## src/rtl/rv_alu_pkg.sv

```systemverilog
// Shared ALU definitions: op codes, default widths and the execute-stage entry layout.
// The ALU control decoder and the execute stage both import this package.
package rv_alu_pkg;

  localparam int XLEN_DEF  = 32;
  localparam int TAG_W_DEF = 5;

  localparam logic [3:0] ALU_AND = 4'b0000;
  localparam logic [3:0] ALU_OR  = 4'b0001;
  localparam logic [3:0] ALU_ADD = 4'b0010;
  localparam logic [3:0] ALU_SUB = 4'b0110;

  typedef struct packed {
    logic [XLEN_DEF-1:0]  result;
    logic                 zero;
    logic                 illegal;
    logic [TAG_W_DEF-1:0] rd;
  } alu_entry_t;

  function automatic logic op_is_legal(input logic [3:0] op);
    return (op == ALU_AND) || (op == ALU_OR) || (op == ALU_ADD) || (op == ALU_SUB);
  endfunction

endpackage

```

## src/rtl/alu_core.sv

```systemverilog
// Combinational ALU datapath: (op, a, b) -> (result, zero, illegal).
module alu_core
  import rv_alu_pkg::*;
#(
  parameter int XLEN = XLEN_DEF
) (
  input  logic [3:0]      op,
  input  logic [XLEN-1:0] a,
  input  logic [XLEN-1:0] b,
  output logic [XLEN-1:0] result,
  output logic            zero,
  output logic            illegal
);

  always_comb begin
    result = '0;
    case (op)
      ALU_AND: result = a & b;
      ALU_OR:  result = a | b;
      ALU_ADD: result = a + b;
      ALU_SUB: result = a - b;
      default: result = '0;
    endcase
  end

  assign illegal = !op_is_legal(op);
  assign zero    = (result == '0);

endmodule

```

## src/rtl/alu_exec_stage.sv

```systemverilog
// Execute-stage ALU with a 2-entry skid buffer; in_ready is a flop so downstream
// stalls never reach decode combinationally.
module alu_exec_stage
  import rv_alu_pkg::*;
#(
  parameter int XLEN  = XLEN_DEF,
  parameter int TAG_W = TAG_W_DEF
) (
  input  logic             clk,
  input  logic             rst_n,
  input  logic             flush,
  input  logic             in_valid,
  output logic             in_ready,
  input  logic [3:0]       op,
  input  logic [XLEN-1:0]  a,
  input  logic [XLEN-1:0]  b,
  input  logic [TAG_W-1:0] rd_in,
  output logic             out_valid,
  input  logic             out_ready,
  output logic [XLEN-1:0]  result,
  output logic             zero,
  output logic             illegal,
  output logic [TAG_W-1:0] rd_out
);

  typedef struct packed {
    logic [XLEN-1:0]  result;
    logic             zero;
    logic             illegal;
    logic [TAG_W-1:0] rd;
  } stage_entry_t;

  localparam stage_entry_t RESET_ENTRY = '{result: '0, zero: 1'b1, illegal: 1'b0, rd: '0};

  stage_entry_t     main_q;
  stage_entry_t     skid_q;
  stage_entry_t     new_entry;
  logic [1:0]       occ_q;
  logic [1:0]       occ_d;
  logic             in_ready_q;
  logic             accept;
  logic             pop;
  logic [XLEN-1:0]  core_result;
  logic             core_zero;
  logic             core_illegal;

  alu_core #(.XLEN(XLEN)) u_alu_core (
    .op      (op),
    .a       (a),
    .b       (b),
    .result  (core_result),
    .zero    (core_zero),
    .illegal (core_illegal)
  );

  assign new_entry = '{result: core_result, zero: core_zero, illegal: core_illegal, rd: rd_in};

  assign out_valid = (occ_q != 2'd0);
  assign in_ready  = in_ready_q;
  assign accept    = in_valid & in_ready_q;
  assign pop       = out_valid & out_ready;

  always_comb begin
    occ_d = occ_q;
    case ({accept, pop})
      2'b10:   occ_d = occ_q + 2'd1;
      2'b01:   occ_d = occ_q - 2'd1;
      default: occ_d = occ_q;
    endcase
  end

  always_ff @(posedge clk) begin
    if (!rst_n) begin
      occ_q      <= 2'd0;
      in_ready_q <= 1'b1;
      main_q     <= RESET_ENTRY;
      skid_q     <= RESET_ENTRY;
    end else if (flush) begin
      // Data registers keep their contents; they are meaningless once occ is 0.
      occ_q      <= 2'd0;
      in_ready_q <= 1'b1;
    end else begin
      occ_q      <= occ_d;
      in_ready_q <= (occ_d != 2'd2);
      if (accept && ((occ_q == 2'd0) || pop)) begin
        main_q <= new_entry;
      end else if (pop && (occ_q == 2'd2)) begin
        main_q <= skid_q;
      end
      if (accept && !pop && (occ_q == 2'd1)) begin
        skid_q <= new_entry;
      end
    end
  end

  assign result  = main_q.result;
  assign zero    = main_q.zero;
  assign illegal = main_q.illegal;
  assign rd_out  = main_q.rd;

endmodule

```

## config.mk

```make
export PLATFORM = sky130hd
export DESIGN_NAME = alu_exec_stage
export DESIGN_NICKNAME = d
export VERILOG_FILES = /design/src/rtl/rv_alu_pkg.sv /design/src/rtl/alu_core.sv /design/src/rtl/alu_exec_stage.sv
export SDC_FILE = /design/constraint.sdc
export NUM_CORES = 1
export LEC_CHECK = 0
export ABC_AREA = 1
export CAP_MARGIN = 15
export CORE_UTILIZATION = 40
export DETAILED_ROUTE_END_ITERATION = 12
export GPL_TIMING_DRIVEN = 0
export PLACE_DENSITY = 0.73
export SETUP_SLACK_MARGIN = 0.2
export SLEW_MARGIN = 15
export SYNTH_ARGS = -nofsm -noshare
export SYNTH_HDL_FRONTEND = slang
export SYNTH_SLANG_ARGS = --single-unit
```

## constraint.sdc

```tcl
create_clock -name clk -period 4.7 [get_ports clk]
set_input_delay 0.705 -clock clk [delete_from_list [all_inputs] [get_ports clk]]
set_output_delay 0.705 -clock clk [all_outputs]
set_load 0.1 [all_outputs]
```

Word-level counts from Yosys, hierarchy flattened
Index checks and enable logic that the tools add are counted.

cells by class
  reductions and logical operators = 18
  muxes and demuxes = 4
  add/sub/neg operators = 4
  equal/unequal tests = 8
  bitwise operators = 6

operators by type and width
  operator             count
  $pmux 32 s4          1
  $mux 39              2
  $add 32x32->32       1
  $and 32x32->32       1
  $logic_not 32->1     1
  $or 32x32->32        1
  $sub 32x32->32       1
  $eq 2x1->1 const B   2
  $eq 2x2->1 const B   2
  $eq 4x1->1 const B   1
  $eq 4x2->1 const B   1
  $eq 4x3->1 const B   1
  $logic_and 1x1->1    4
  $logic_not 4->1      1
  $logic_or 1x1->1     4
  $pmux 2 s2           1
  $reduce_and 2->1     2
  $reduce_bool 2->1    2
  $add 2x1->2 const B  1
  $and 1x1->1          2
  $logic_not 1->1      2
  $logic_not 2->1      1
  $ne 2x2->1 const B   1
  $not 1->1            2
  other kinds (2)      2

word-level totals
  register bits = 81
  output and inout port bits = 41
  bits of input ports = 78
  word-level logic and storage cells = 50

Longest topological paths before layout
Gate-level depths: netlist of the first run.

  word-level depth = 6
  gate-level depth with buffers = 30
  gate-level depth less buffers = 30

Hierarchy
A second synthesis of the first run with hierarchy kept.

unflattened totals
  cell total of the unflattened synthesis = 1503
  area, all modules = 8306.7 sq um

modules (own cells, without submodules)
  module          times used  cells an instance  area an instance (sq um)
  alu_core        1           920                4578.1
  alu_exec_stage  1           583                3728.6

Worst setup path after synthesis of the first run
No wires, ideal clock.

  path kind = in2reg
  start point = in b[1]
  end point = reg main_q, in the netlist zero
  stages on the path = 30
  setup time = 0.061 ns
  path slack = 0.910 ns
  required time = 4.639 ns
  arrival = 3.729 ns
  cell sequence = inv_1 ha_1 nand4_1 nor2_1 nand3_1 nor2_1 a31oi_1 a21oi_1 o21a_1 o21ai_1 xor2_1 ha_1 inv_1 nor3_1 nand2_1 inv_1 nand2_1 nand2_1 inv_1 nand2_1 nand2_1 nand3_1 nand2_1 nor2_1 nand2_1 nor2_1 nand3_1 nand2_1 nand2_1 nand2_1

between the ends
  word-level cells in the longest chain between the ends = 4
  elaborated cells between the ends (all ways) = 7
  classes of those cells = 2 x add/sub; 2 x mux; 2 x bitwise; 1 x reduce/logical

RTL lines
  item                                          RTL line              RTL
  from (decl)                                   alu_exec_stage.sv:16  input logic [XLEN-1:0] b,
  $sub 32x32->32, or another cell as far along  alu_core.sv:21        ALU_SUB: result = a - b;
  $pmux 32 s4 *                                 alu_core.sv:17        case (op)
  $logic_not 32->1 *                            alu_core.sv:27        assign zero = (result == '0);
  $mux 39 *                                     alu_exec_stage.sv:85  if (accept && ((occ_q == 2'd0) || pop)) begin
  to (signal assigned)                          alu_exec_stage.sv:86  main_q <= new_entry;
  to (signal assigned)                          alu_exec_stage.sv:88  main_q <= skid_q;
  to (decl)                                     alu_exec_stage.sv:35  stage_entry_t main_q;

Every way passes the cells marked *; elsewhere a longest branch is shown, timed or not.
A chain may end at the register's enable or synchronous reset.

Worst setup path after layout of the first run
  start point = in b[3]
  end point = reg main_q, in the netlist zero

Same word-level chain as after synthesis.

==> metrics, run 1 <==
VDD IR max=0.234 mV; crit path DAT=4550 ps; CTS tree=yes; Post-Route WL=24500 um; H-Tree Depth=3; relative slew slack=0.341; Leak=between 4 and 5 nW; Total GRT Usage=0.260; final setup vio count=0; status=finished clean; Post-Syn Instances=between 1000 and 1500; num ports=119; Fmax=234 MHz; First-pass DRT Iterations=5; EDFF count, synth=0; Flop pwr share=0.314; power share of the clock group=0.289; Power Dens Cells=247 nW/um2; combinational power share=0.397; prevailing post-synth register cell=dfxtp_1; Routed WL per cell=approximately 15 um; DR vias=8603; Core Util, Final=0.521; Async SR Flop Fraction=0; leading area contributor after synthesis=dfxtp_1; drt initial violations=689; Num CTS Buffers=9; flops & latches, synth=81; Setup Skew=6.76 ps; Min Clock Period, post-route=between 4000 and 5000 ps; layout cells sized above 1=0.0626; Worst path max stage delay=520 ps; syn nets=1428; routed vias/inst=~5.1; Area Growth Syn to Fin=27.6%; critical path data required time=4980 ps; Buf/Inv on CP=2; Final ANT Viol Nets=0; Net Switching=0.000901 W; Least-Margin Pin Slew=986 ps; Core ar.=between 15000 and 20000 um2; Reg clk slew, reported paths=60 ps; FILL cells=1901; Internal Power=approximately 0.0014 W; Max Buffers Root-to-Sink=2; area of the multi-input gates=slightly below 5000 um2; DP Area=approximately 8800 um2; Synth cell types=37; initial antenna violation count=0; Hold Path Class=flip-flop to flip-flop; total grt overflow=0; clock sinks=81; Worst Path Max Fanout=5; Reg area=1620 um2; Yosys warning count=0; # rows=49; vias in the first global route=7704; CP Launch Type=primary input; pin count of the biggest net entering global routing=13; routability cong.=0.921; Final Cell Area=9390 um2; fin nets=1567; Post-Syn Area per Cell=5.62 um2; global-route wire length before repair=38400 um; synth top area cells=dfxtp_1, nand2_1, inv_1, a21oi_1, nor2_1; Initial Util=0.408; DP HPWL=around 20000 um; Antenna Cells=0; CTS Root Cell=clkbuf_16; mapped cell area=around 7400 um2; die extent in x=138 um; die area=18900 um2; Die Ht=138 um; PortBufs=116; kind of critical path=primary input to flip-flop; critical path's top delay family=simple AND/OR/NAND/NOR gates; Slew Viols, Final=0; RSZ-0062 raised after global routing=no; Yosys top cell area share=0.220; CTS Hold Bufs=0; Fin. Hold Viols=0; period utilisation layout=0.907; register area share after synthesis=0.220; # DRC=0; Skew-Pair Late Insertion Delay=340 ps; maxcap violations=0; Sw Share=0.389; Max stage delay cell, worst path=clkdlybuf4s50_1; CP Capture Type=flip-flop; setup TNS=0 ps
-- routing by layer --
layer	vias to the layer above	track usage	part of all wire
met2	257	0.437	0.46
li1	4434	-	-
met4	0	0.0958	0.028
met5	-	0	0
met3	41	0.0324	0.055
met1	3871	0.339	0.45
-- state kept, by name, indices dropped and copies added, names as in the netlist --
register  flops
illegal       1
in_ready      1
occ_q         2
rd_out        5
result       32
skid_q       39
zero          1
-- path summary, 6_finish.rpt --
kind | from | endpoint | slack, ps | cells after the start
max | b[3] | zero | 440 | 26
min | result[30] | result[30] | 460 | 2
max reg2reg | occ_q[0] | result[10] | 2000 | 12
min reg2reg | result[30] | result[30] | 460 | 2
-- worst register-to-register path, stage by stage, from the launching register on --
cell      delay (ps)
dfxtp_1          330
inv_1            110
ha_1             170
inv_1             50
a21oi_1          180
inv_1            140
a21oi_1          390
inv_1            100
clkbuf_1         260
clkbuf_1         340
a21oi_1          180
o21ai_0          180
a21oi_1          190
-- cells in the final DEF (no fill, tap or decap), types with 7 or more instances in the layout --
master	netlist	routed
nand3b_1	7	7
nand2_2	2	11
o21ai_0	97	94
xor2_1	24	24
clkdlybuf4s50_1	0	113
clkbuf_1	37	38
ha_1	39	33
nor2_2	0	11
nand2_1	341	331
clkbuf_16	0	9
a31oi_1	27	26
inv_1	229	226
a21oi_1	133	128
nor3_1	14	11
buf_4	0	12
nand3_1	71	68
nor2_1	159	145
dfxtp_1	81	81
-- Yosys cell counts (all sizes together), types with 2 or more instances --
library cell and instances:
nand2 344, inv 233, nor2 159, a21oi 133, o21ai 102, dfxtp 81
nand3 71, ha 39, clkbuf 37, a31oi 27, xor2 24, nor3 16
nand3b 7, nand4 6, xnor2 5, buf 4, o211ai 4, and3 2
nor4 2, o21a 2, o21bai 2, o22ai 2, or2 2
-- logic make-up after synthesis --
family / Yosys count / share of synthesized area
buffers and inverters: 274 / 0.141
and+or+nand+nor: 610 / 0.338
xor gates and xnor gates: 29 / 0.0345
DFF: 81 / 0.220
adders and majority gates: 41 / 0.0704
AOI/OAI and AO/OA: 275 / 0.196
-- cell type report --
class | instances | area share
clock inverters | 4 | 0.00480
multi-input cells | 955 | 0.522
flip-flops and latches | 81 | 0.173
clock buffers | 11 | 0.0248
well taps | 229 | 0.0305
inverters | 233 | 0.0936
plain buffers | 41 | 0.0180
repair buffers | 128 | 0.134
-- through the flow --
stage | worst slack (ps) | cells | hold WS, ps | power (W)
after floorplan | 910 | 1310 | 449 | 0.00134
after global placement | -553 | 1655 | 455 | 0.00161
after detailed placement | -575 | 1655 | 458 | 0.00162
after CTS | 216 | 1674 | 467 | 0.00229
after global routing | 189 | 1682 | 478 | 0.00244
final | 435 | 1682 | 463 | 0.00231
-- timing repair --
action	4_1_cts	5_1_grt
pin swaps	6	15
setup buffers	4	8
gates resized for setup	15	52
hold endpoints to repair	0	0
setup endpoints to repair	9	7
-- power groups by stage --
stage	registers (W)	clock network [W]	logic [W]
2_1_floorplan	0.000887	0	0.000456
3_3_place_gp	0.000741	0	0.000870
3_5_place_dp	0.000742	0	0.000878
4_1_cts	0.000727	0.000677	0.000888
5_1_grt	0.000729	0.000703	0.00101
6_report	0.000727	0.000668	0.000920
Power figures use the tool's default switching activity.
==> inputs of run 2 (changes only) <==
--- a/config.mk
+++ b/config.mk
@@ -11,7 +11,7 @@
 export DETAILED_ROUTE_END_ITERATION = 12
 export GPL_TIMING_DRIVEN = 0
 export PLACE_DENSITY = 0.73
-export SETUP_SLACK_MARGIN = 0.2
+export SETUP_SLACK_MARGIN = 0.4
 export SLEW_MARGIN = 15
 export SYNTH_ARGS = -nofsm -noshare
 export SYNTH_HDL_FRONTEND = slang
==> run 2 against run 1 <==
- routed wire length increased by 2.9%
- critical endpoint unchanged
- cell area rose by 2.0%
- clock-buffer cell count stayed put
- sequential power about the same
- utilization grew 1.0 points
- final cell count grew 0.83%
- fmax rose by 4.2%
- sequential share of layout area shrank 0.33 points
- largest cell class unchanged
- combinational power up 2.4%
- hold slack barely moved
- flip-flop and latch count did not move
==> metrics, run 2 (same netlist as run 1, synthesis figures left out) <==
status=finished clean; Num CTS Buffers=9; DR vias=around 8800; critical path's top delay family=simple AND/OR/NAND/NOR gates; combinational power share=0.403; PortBufs=116; relative slew slack=0.340; Sw Share=0.391; CP Capture Type=flip-flop; most common cell after layout, fill and taps aside=nand2_1; Max stage delay cell, worst path=ha_2; crit path DAT=4370 ps; routed vias/inst=between 5 and 6; Cells on Worst Hold Path=2; Worst path max stage delay=410 ps; Routed WL per cell=14.8 um; global-route wire length before repair=around 38000 um; die area=18900 um2; Total GRT Usage=0.261; initial antenna violation count=0; H-Tree Depth=3; Reg-to-Reg End=result[10]; total grt overflow=0; total power=0.00234 W; Internal Power=0.00142 W; num ports=roughly 120; Hold Path Class=flip-flop to flip-flop; Antenna Cells=0; Leak=a little under 5 nW; power share of the clock group=0.286; M1 GR Usage=0.338; flop2flop setup slack=2000 ps; Die Ht=138 um; clock sinks=81; First-pass DRT Iterations=7; kind of critical path=primary input to flip-flop; pin count of the biggest net entering global routing=13; Buf/Inv on CP=5; Min Clock Period, post-route=4090 ps; grt met2 use=0.441; CTS Root Cell=clkbuf_16; maxcap violations=0; Hold Startpoint=result[30]; most used cell, CP=nand2_1; reg2reg start=occ_q[0]; fin nets=1581; final setup vio count=0; Net Switching=0.000915 W; RSZ-0062 raised after global routing=no; Power Dens Cells=about 240 nW/um2; met3 usage in global routing=0.0342; Max Buffers Root-to-Sink=2; worst hold path endpoint=result[30]; DP Area=8810 um2; Setup Skew=6.35 ps; Worst Path Max Fanout=5; Final ANT Viol Nets=0; largest reg by FF count=skid_q; max reg flops=39; commonest non-fill, non-tap cells in the layout=nand2_1, inv_1, nor2_1; CTS tree=yes; Reg clk slew, reported paths=60 ps; Worst R2R Path Depth=12; Final Cell Area=~9600 um2; # DRC=0; routability cong.=around 0.92; Least-Margin Pin Slew=986 ps; Initial Util=0.408; Flop pwr share=0.311; busiest layer in global routing=met2; # rows=around 50; drt initial violations=775; VDD IR max=0.235 mV; Fmax=approximately 240 MHz; layout cells sized above 1=0.0798; Area Growth Syn to Fin=30.1%; Skew-Pair Late Insertion Delay=340 ps; vias in the first global route=7743; Slew Viols, Final=0; die extent in x=138 um; CP Launch Type=primary input; period utilisation layout=0.871; DP HPWL=19900 um; Core ar.=~18000 um2; critical path data required time=4980 ps; Post-Route WL=25200 um; Fin. Hold Viols=0
-- run 2: changes by cell type in the layout (fill, tap and decap cells not counted), moves of 3 or more --
cell,before,now
buf_4,12,25
clkdlybuf4s50_1,113,104
dlygate4sd2_1,0,6
dlymetal6s2s_1,3,6
ha_1,33,30
ha_4,1,4
nand2_1,331,328
nand2_2,11,14
nor2_1,145,142
-- run 2: metrics by stage --
step | setup WS [ps] | utilization | instances | TNS (ps) | hold slack [ps]
floorplan | 910 | - | 1310 | 0 | 449
global placement | -553 | 0.489 | 1655 | -2560 | 455
detailed placement | -575 | 0.489 | 1655 | -3330 | 458
CTS | 404 | 0.513 | 1679 | 0 | 467
global route | 357 | 0.531 | 1696 | 0 | 478
finish | 608 | 0.531 | 1696 | 0 | 463
-- run 2: layout make-up --
| type | count | area [um2] |
|---|---|---|
| buffer | 41 | 175 |
| clock buffer | 11 | 233 |
| clock inverter | 4 | 45.0 |
| fill | 1885 | 8450 |
| inverter | 233 | 878 |
| multi-input combinational | 955 | 4970 |
| sequential | 81 | 1620 |
| tap | 229 | 287 |
| timing repair buffer | 142 | 1370 |
-- run 2: what timing repair did --
action	4_1_cts	5_1_grt
hold buffers	0	0
buffers inserted	9	17
cloned	0	0
endpoints found under the setup margin	29	17
pin swaps	17	24
resized for setup	36	62
-- run 2: power groups by stage --
stage	sequential [W]	clock [W]	combinational [W]
after floorplan	0.000887	0	0.000456
after global routing	0.000729	0.000703	0.00103
after detailed placement	0.000742	0	0.000878
after global placement	0.000741	0	0.000870
final	0.000727	0.000669	0.000942
after CTS	0.000727	0.000677	0.000896
-- run 2: per-layer routing --
metal	vias to the layer above	part of all wire	routed length, um
li1	4462	-	-
met4	0	0.025	620
met5	-	0	0
met1	3999	0.45	11400
met3	39	0.055	1390
met2	274	0.47	11800
-- run 2: worst register-to-register path: cells and delay by family (launching register included) --
family / cells / cell delay, ps
compound gates: 5 / 1130
fa+ha+maj: 1 / 170
buf+inv: 6 / 990
flops: 1 / 320
-- run 2: worst max-delay path by stage --
stage	from	to	slack, ps	cells past startpoint
after floorplan	b[1]	zero	910	30
after global placement	b[0]	zero	-550	31
after detailed placement	b[0]	zero	-570	31
after CTS	b[8]	zero	400	25
after global routing	op[1]	zero	360	27
final	b[0]	zero	610	27
==> inputs of run 3 (changes only) <==
--- a/config.mk
+++ b/config.mk
@@ -11,6 +11,7 @@
 export DETAILED_ROUTE_END_ITERATION = 12
 export GPL_TIMING_DRIVEN = 0
 export PLACE_DENSITY = 0.73
+export RECOVER_POWER = 50
 export SETUP_SLACK_MARGIN = 0.4
 export SLEW_MARGIN = 15
 export SYNTH_ARGS = -nofsm -noshare
==> run 3 against run 2 <==
- first-iteration DRC count rose by 2.5%
- power fell by 0.56%
- setup slack got worse by 8.6 ps
- combinational power fell by 1%
- final cell count did not move
- utilization barely moved
- sequential share of layout area barely moved
- hold slack got worse by 3.5 ps
- clock power barely moved
- clock skew fell by 3.3 ps
- global-route usage did not move
- largest cell class unchanged
==> metrics, run 3 (same netlist as run 1, synthesis figures left out) <==
status=finished clean; crit path DAT=approximately 4400 ps; relative slew slack=0.333; final setup vio count=0; Inst Count DP=between 1500 and 2000; pin count of the biggest net entering global routing=13; vias in the first global route=7743; critical path data required time=approximately 5000 ps; Power Dens Cells=approximately 240 nW/um2; CTS Root Cell=clkbuf_16; Hold Path Class=flip-flop to flip-flop; RSZ-0062 raised after global routing=no; Num CTS Buffers=9; fin cells=between 1500 and 2000; power share of the clock group=0.286; Least-Margin Pin Slew=between 900 and 1000 ps; H-Tree Depth=3; Post-Route WL=around 25000 um; fin nets=between 1500 and 2000; Worst R2R Path Depth=12; combinational power share=0.401; Fin Hold WS=459 ps; Area Growth Syn to Fin=30.0%; Worst path max stage delay=410 ps; Core ar.=18000 um2; Sw Share=0.391; num ports=119; critical path's top delay family=simple AND/OR/NAND/NOR gates; reg2reg start=occ_q[0]; Core Util, Final=0.531; Buf/Inv on CP=5; layout cells sized above 1=0.0784; CP Launch Type=primary input; total grt overflow=0; most used cell, CP=nand2_1; Net Switching=0.000910 W; PortBufs=~120; Final ANT Viol Nets=0; Total GRT Usage=0.261; Reg-to-Reg End=result[10]; Fin. Hold Viols=0; clock sinks=81; largest reg by FF count=skid_q; Reg clk slew, reported paths=about 60 ps; global-route wire length before repair=between 30000 and 40000 um; Die Ht=138 um; # rows=49; Skew-Pair Late Insertion Delay=330 ps; DR vias=8768; Leak=4.97 nW; commonest non-fill, non-tap cells in the layout=nand2_1, inv_1, nor2_1; kind of critical path=primary input to flip-flop; final worst slack=600 ps; Setup crit start=b[0]; # DRC=0; flop2flop setup slack=2000 ps; Max stage delay cell, worst path=ha_2; initial antenna violation count=0; Routed WL per cell=14.8 um; FILL cells=1885; Setup Skew=3.06 ps; VDD IR max=between 0.2 and 0.25 mV; Max Buffers Root-to-Sink=2; CP Capture Type=flip-flop; routed vias/inst=5.17; worst slack at placement=-575 ps; Min Clock Period, post-route=between 4000 and 5000 ps; Internal Power=0.00142 W; critical path depth=27; max reg flops=39; Flop pwr share=0.312; Fmax=244 MHz; maxcap violations=0; CTS tree=yes; Critical Path End=zero; period utilisation layout=0.872; Antenna Cells=0; drt initial violations=around 790; Worst Path Max Fanout=5; Slew Viols, Final=0; most common cell after layout, fill and taps aside=nand2_1; First-pass DRT Iterations=5; die extent in x=between 100 and 150 um; die area=18900 um2; routability cong.=0.921; Initial Util=0.408; DP HPWL=~20000 um
-- run 3: power by group through the flow --
stage               combinational [W]  sequential, W  clock [W]
finish                       0.000933       0.000726   0.000666
global route                  0.00102       0.000729   0.000703
CTS                          0.000896       0.000727   0.000677
detailed placement           0.000878       0.000742          0
global placement             0.000870       0.000741          0
floorplan                    0.000456       0.000887          0
-- run 3: repair_timing --
action | 4_1_cts | 5_1_grt
hold buffers | 0 | 0
setup buffers | 9 | 17
resized for setup | 36 | 62
pin swaps | 17 | 24
gates cloned | 0 | 0
endpoints found under the setup margin | 29 | 17
-- run 3: final cells by class --
| class | count | area (um2) | share of cell area |
|---|---|---|---|
| Buffer | 41 | 175 | 0.0183 |
| Clock buffer | 11 | 233 | 0.0243 |
| Clock inverter | 4 | 45.0 | 0.00471 |
| Inverter | 233 | 878 | 0.0918 |
| Multi-Input combinational cell | 955 | 4960 | 0.519 |
| Sequential cell | 81 | 1620 | 0.169 |
| Tap cell | 229 | 287 | 0.0299 |
| Timing Repair Buffer | 142 | 1370 | 0.143 |
-- run 3: worst min-delay path by stage --
stage                          start    endpoint  slack, ps  cells after the start
after floorplan            skid_q[6]   skid_q[6]        450                      2
after global placement    result[20]  result[20]        450                      2
after detailed placement  result[11]  result[11]        460                      2
after CTS                 result[11]  result[11]        470                      2
after global routing      result[27]  result[27]        470                      2
final                     result[30]  result[30]        460                      2
-- run 3: stage by stage --
stage,area [um2],setup TNS [ps],power [W]
floorplan,7360,0,0.00134
global placement,8810,-2560,0.00161
detailed placement,8810,-3330,0.00162
CTS,9240,0,0.00230
global route,9570,0,0.00245
finish,9570,0,0.00233
-- run 3: worst reg2reg max path, delay by kind of cell, from the launching register on --
family	cells	cell delay [ps]
compound gates	5	1130
flops	1	330
buf+inv	6	1000
fa+ha+maj	1	170
-- run 3: layer usage --
layer,up-vias,track usage,wire length [um]
li1,4467,-,-
met1,3986,0.338,11200
met2,275,0.441,11800
met3,40,0.0342,1480
met4,0,0.0922,617
met5,-,0,0
==> RTL edit 1 (flow settings as in run 3) <==
The package constant `TAG_W_DEF` goes from 5 to 10.
--- a/src/rtl/rv_alu_pkg.sv
+++ b/src/rtl/rv_alu_pkg.sv
@@ -3,7 +3,7 @@
 package rv_alu_pkg;
 
   localparam int XLEN_DEF  = 32;
-  localparam int TAG_W_DEF = 5;
+  localparam int TAG_W_DEF = 10;
 
   localparam logic [3:0] ALU_AND = 4'b0000;
   localparam logic [3:0] ALU_OR  = 4'b0001;
Interface: changed (resized rd_in and rd_out); port bits go from 119 to 129. No check against the original RTL was run, so the function may have changed too.
==> RTL edit 1 against run 3 <==
  * Non-clock buffer count is 12 higher
  * Synthesized area is 4.9% higher
  * Combinational power is 9% higher
  * Sequential cell count is 10 higher
  * Total power is 11% higher
  * Worst setup slack better by 0.0030 ns
  * Routed wire length is 2.1% higher
  * First-iteration DRC count is 0.76% higher
  * Cell area is 6.8% higher
  * Clock skew is 0.0050 ns higher
  * Critical path type unchanged
  * Highest routed layer unchanged
==> RTL edit 1: results (changes against run 3) <==
[grt]
grt_pass1_wl_um=40400  ; +5.0%
grt_pass1_vias=8034  ; +3.8%
antenna_found_initial=0  ; unchanged
grt_max_degree=15  ; +2
grt_usage_pct=25.6  ; -0.54 points

[min_path]
hold_path_class=register to register
hp-start=result[27]
whs_path_depth=2  ; unchanged

[clock_network]
cts_root_buf=clkbuf_16
clock_latency_ns=0.34
clockBufferDepth=2  ; unchanged
clkSlewWorstSetupHoldPaths_ns=0.06  ; about the same
htreeDepth=3  ; unchanged
numCtsBuffers=9  ; unchanged

[pwr]
swShare_pct=38.9  ; -0.23 points
power_leakage_nw=5.11  ; +2.7%
vdd_drop_max_v=0.000153  ; -34%

[placement]
gp_congestion=0.937  ; +1.7%
place_inst=1741  ; +5.2%
port_buffers=127  ; +9.5%
dpl-instance-area_mm2=0.00932  ; +5.8%
dp_hpwl_um=20300  ; +1.8%

[layout]
num_antenna_cells=0  ; unchanged
nets=1636  ; +3.5%
largest-register=skid_q
num-fill-cells=1866  ; -1.0%
layout-drive-gt1-share_pct=10.1  ; +2.3 points
largest_register_ffs=44  ; +13%

[logic_synthesis]
netlist_instances=1354  ; +3.4%
synth_area_leaders=dfxtp_1, nand2_1, inv_1
synthTopCellsByCount=nand2_1, inv_1, nor2_1
synth_cell_types=38  ; +2.7%
synth_edf_count=0  ; unchanged
ys.flop_type=dfxtp_1
yosysSeqAreaShare_pct=23.6  ; +1.6 points
async_reset_ff_share_pct=0  ; unchanged
yosysWarnings=0  ; unchanged
syn-num-nets=1477  ; +3.4%

[setup_path]
r2r_end=result[10]
r2r_cells=11  ; -1
critPathLaunch=op[1]
rrSetupSlack_ns=2.06  ; +0.06 ns
cp.arrival_ns=4.39  ; about the same
rr_startpoint=occ_q[0]
critical_path.endpoint=zero
critPathMaxFanout=9  ; +4

[route]
dr.pass1.iters=5  ; unchanged
vias=9097  ; +3.8%
drt-wirelength-per-cell_um=14.4  ; -2.6%
viasPerCell=5.12  ; -1.0%
drt_iter0_markers=800  ; +0.76%

[timing]
skew_ns=0.00806  ; +0.00500 ns
slew_headroom_pct=30.6  ; -2.6 points

[outcome]
status=finished clean

[RTL edit 1: worst min-delay path by stage]
stage	to	slack [ns]
final	result[27]	0.46
after global routing	result[31]	0.49
after global placement	zero	0.45
after floorplan	skid_q[11]	0.45
after detailed placement	result[30]	0.46
after CTS	result[27]	0.47
[RTL edit 1: power groups by stage]
stage | Combinational [mW] | Clock, mW | Sequential [mW]
CTS | 0.959 | 0.740 | 0.817
global placement | 0.927 | 0 | 0.834
finish | 1.02 | 0.735 | 0.816
global route | 1.12 | 0.780 | 0.819
floorplan | 0.476 | 0 | 1.00
detailed placement | 0.936 | 0 | 0.834
[RTL edit 1: per-stage QoR]
step	setup TNS (ns)	utilization, %	setup WS (ns)
after global routing	0	54.3	0.337
after floorplan	0	-	1.00
after CTS	0	52.1	0.452
after global placement	-0.783	49.5	-0.346
after detailed placement	-0.958	49.5	-0.360
final	0	54.3	0.603
[RTL edit 1: cell families after synthesis]
logic type      after synthesis  synth area share, %
xor+xnor                     29                 3.29
fa+ha+maj                    40                 6.58
flops                        91                 23.6
buf+inv                     271                 13.3
simple gates                636                 33.5
compound gates              287                 19.7
[RTL edit 1: area by class of cell]
class / instances / area, um^2 / area share [%]
Inverter: 224 / 845 / 8.26
Timing Repair Buffer: 148 / 1440 / 14.1
Clock inverter: 3 / 46.3 / 0.453
Multi-Input combinational cell: 992 / 5290 / 51.7
Buffer: 47 / 193 / 1.88
Sequential cell: 91 / 1820 / 17.8
Clock buffer: 13 / 260 / 2.55
Tap cell: 260 / 325 / 3.18
[RTL edit 1: worst max-delay path, stage by stage]
cell,delay [ns]
clkdlybuf4s50_1,0.47
inv_1,0.07
nor2_1,0.15
nand2_2,0.14
inv_2,0.13
nand2_8,0.10
clkinvlp_4,0.10
buf_4,0.15
a31oi_4,0.05
a21oi_4,0.19
nand2_1,0.10
xnor2_1,0.16
ha_2,0.34
nand2_2,0.16
nor2_1,0.06
nor2_1,0.11
nand2_1,0.06
a21oi_1,0.20
nand3_1,0.11
nand3_1,0.09
nand2_1,0.10
nor2_1,0.12
nand2_1,0.08
nor2_2,0.12
nand3_2,0.11
nand2_1,0.08
nand2_1,0.06
nand2_1,0.05
[RTL edit 1: routing by layer]
layer	share of wire, %	global-route usage, %	wire length (um)	vias to the layer above
li1	-	-	-	4608
met1	45	34.0	11400	4145
met2	48	44.0	12300	308
met3	5.8	2.55	1490	36
met4	1.9	6.86	476	0
met5	0	0	0	-
[RTL edit 1: repair_timing]
item                                    CTS  global route
pin swaps                                18            31
hold endpoints to repair                  0             0
setup buffers                             9            12
endpoints found under the setup margin   17            14
gates resized for setup                  36            92
==> RTL edit 2 (flow settings as in run 3) <==
Made on the original files. Remove the case item `ALU_ADD` of the case on `op`.
--- a/src/rtl/alu_core.sv
+++ b/src/rtl/alu_core.sv
@@ -17,7 +17,6 @@
     case (op)
       ALU_AND: result = a & b;
       ALU_OR:  result = a | b;
-      ALU_ADD: result = a + b;
       ALU_SUB: result = a - b;
       default: result = '0;
     endcase
Behaviour: not the same (a bounded check fails within 4 cycles, from zero or initial values and one cycle with rst_n low).
==> RTL edit 2 against run 3 <==
  * The flow now finishes with violations (DRC)
  * Sequential power is essentially flat
  * Clock power is 21% higher
  * Fmax up 19%
  * Worst setup slack better by 0.65 ns
  * Non-clock buffer count fell by 27
  * Total power down 1.1%
  * Via count shrank 8.3%
  * Clock skew shrank 0.00082 ns
  * Global-route usage shrank 4.5 points
  * Cell area decreased by 1.3%
  * Sequential cell count unchanged
  * Synthesized area up 3.8%
  * Routed wire length is 16% lower
==> RTL edit 2: results (changes against run 3) <==
[grt]
grt_usage_pct=21.7  ; -4.5 points
grt_pass1_vias=7286  ; -5.9%
grt_max_degree=14  ; +1
grt_pass1_wl_um=34500  ; -10%

[placement]
dp_hpwl_um=17200  ; -14%
gp_congestion=0.924  ; +0.26%
port_buffers=118  ; +1.7%

[logic_synthesis]
yosysSeqAreaShare_pct=21.2  ; -0.82 points
synth_area_leaders=dfxtp_1, ha_1, nand2_1
syn-num-nets=1446  ; +1.3%
synthTopCellsByCount=nand2_1, inv_1, a21oi_1

[clock_network]
post_cts_buffers=0  ; -9
postCtsResizedCells=0  ; -100%
numCtsBuffers=9  ; unchanged

[route]
routed_wl_um=21100  ; -16%
dr.pass1.iters=9  ; +4
drcViolationCount=1  ; +1
vias=8039  ; -8.3%
drt_iter0_markers=622  ; -22%

[setup_path]
r2r_end=result[8]
cp.arrival_ns=3.68  ; -0.70 ns
rrSetupSlack_ns=1.63  ; -0.37 ns
r2r_cells=10  ; -2
critPathMaxFanout=3  ; -2

[min_path]
hp-start=result[12]
hold_path_class=register to register
worstHoldEndpoint=result[12]

[outcome]
violations=DRC
status=finished, violations left

[timing]
hold_ws_ns=0.462  ; +0.00291 ns
tightest_slew_ns=0.987  ; -0.0105 ns

[pwr]
vdd_drop_max_v=0.000186  ; -20%
power_leakage_nw=5.02  ; +0.88%

[layout]
nets=1575  ; -0.38%

## RTL edit 2: cell types whose count changed in the layout (fill, tap and decap cells not counted), moves of 20 or more
cell / run 3 / this run
a31oi_1: 26 / 6
buf_4: 25 / 3
ha_1: 31 / 100
inv_1: 224 / 274
nor2_1: 142 / 85
xor2_1: 24 / 1
## RTL edit 2: kinds of logic (layout without fill, tap and decap cells)
logic type      Yosys count  after routing  synth area share (%)
buf+inv                 321            455                  16.0
simple gates            502            502                  28.0
compound gates          260            260                  17.9
xor+xnor                  1              1                 0.115
mux                       1              1                 0.147
flops                    81             81                  21.2
fa+ha+maj               101            101                  16.6
## RTL edit 2: how the worst max path moves through the flow
stage          startpoint   end  cells past startpoint
2_1_floorplan        a[0]  zero                     20
5_1_grt              a[0]  zero                     20
4_1_cts              a[0]  zero                     19
3_5_place_dp         a[0]  zero                     19
6_report             a[0]  zero                     20
3_3_place_gp         a[0]  zero                     20
## RTL edit 2: final cells by class
class | instances | area share [%]
well taps | 234 | 3.10
clock buffers | 11 | 2.57
repair buffers | 118 | 12.5
plain buffers | 38 | 1.68
inverters | 283 | 11.2
multi-input cells | 865 | 50.7
flip-flops and latches | 81 | 17.2
clock inverters | 5 | 1.09
## RTL edit 2: worst max-delay path: stages
cell and delay [ns]:
clkdlybuf4s50_1 0.48, inv_1 0.07, ha_1 0.23, fa_1 0.43, nor2_1 0.15, nand2_1 0.07
nand3_1 0.14, nand2_1 0.12, nand3_1 0.20, nand2_1 0.10, nand3_1 0.08, nand2_1 0.05
o21bai_1 0.34, nor2_1 0.09, nand2_1 0.08, nor2_1 0.04, nand3_1 0.13, nand2_1 0.07
nand2_1 0.08, nand2_1 0.05
## RTL edit 2: stage by stage
stage | instances | utilization (%) | setup WS, ns
2_1_floorplan | 1267 | - | 2.10
3_5_place_dp | 1619 | 48.7 | 0.948
6_report | 1635 | 50.5 | 1.25
4_1_cts | 1635 | 50.6 | 1.29
5_1_grt | 1635 | 50.5 | 1.05
3_3_place_gp | 1619 | 48.7 | 0.978
## RTL edit 2: layer usage
metal / vias up / part of all wire (%) / GRT usage [%]
li1: 4166 / - / -
met1: 3607 / 46 / 28.7
met2: 236 / 46 / 36.6
met3: 30 / 5.9 / 2.32
met4: 0 / 2.1 / 7.29
met5: - / 0 / 0
## RTL edit 2: report_power, final
group          total, mW  switching [mW]  internal [mW]
Clock              0.803           0.271          0.532
Combinational      0.772           0.528          0.243
Sequential         0.726          0.0123          0.713
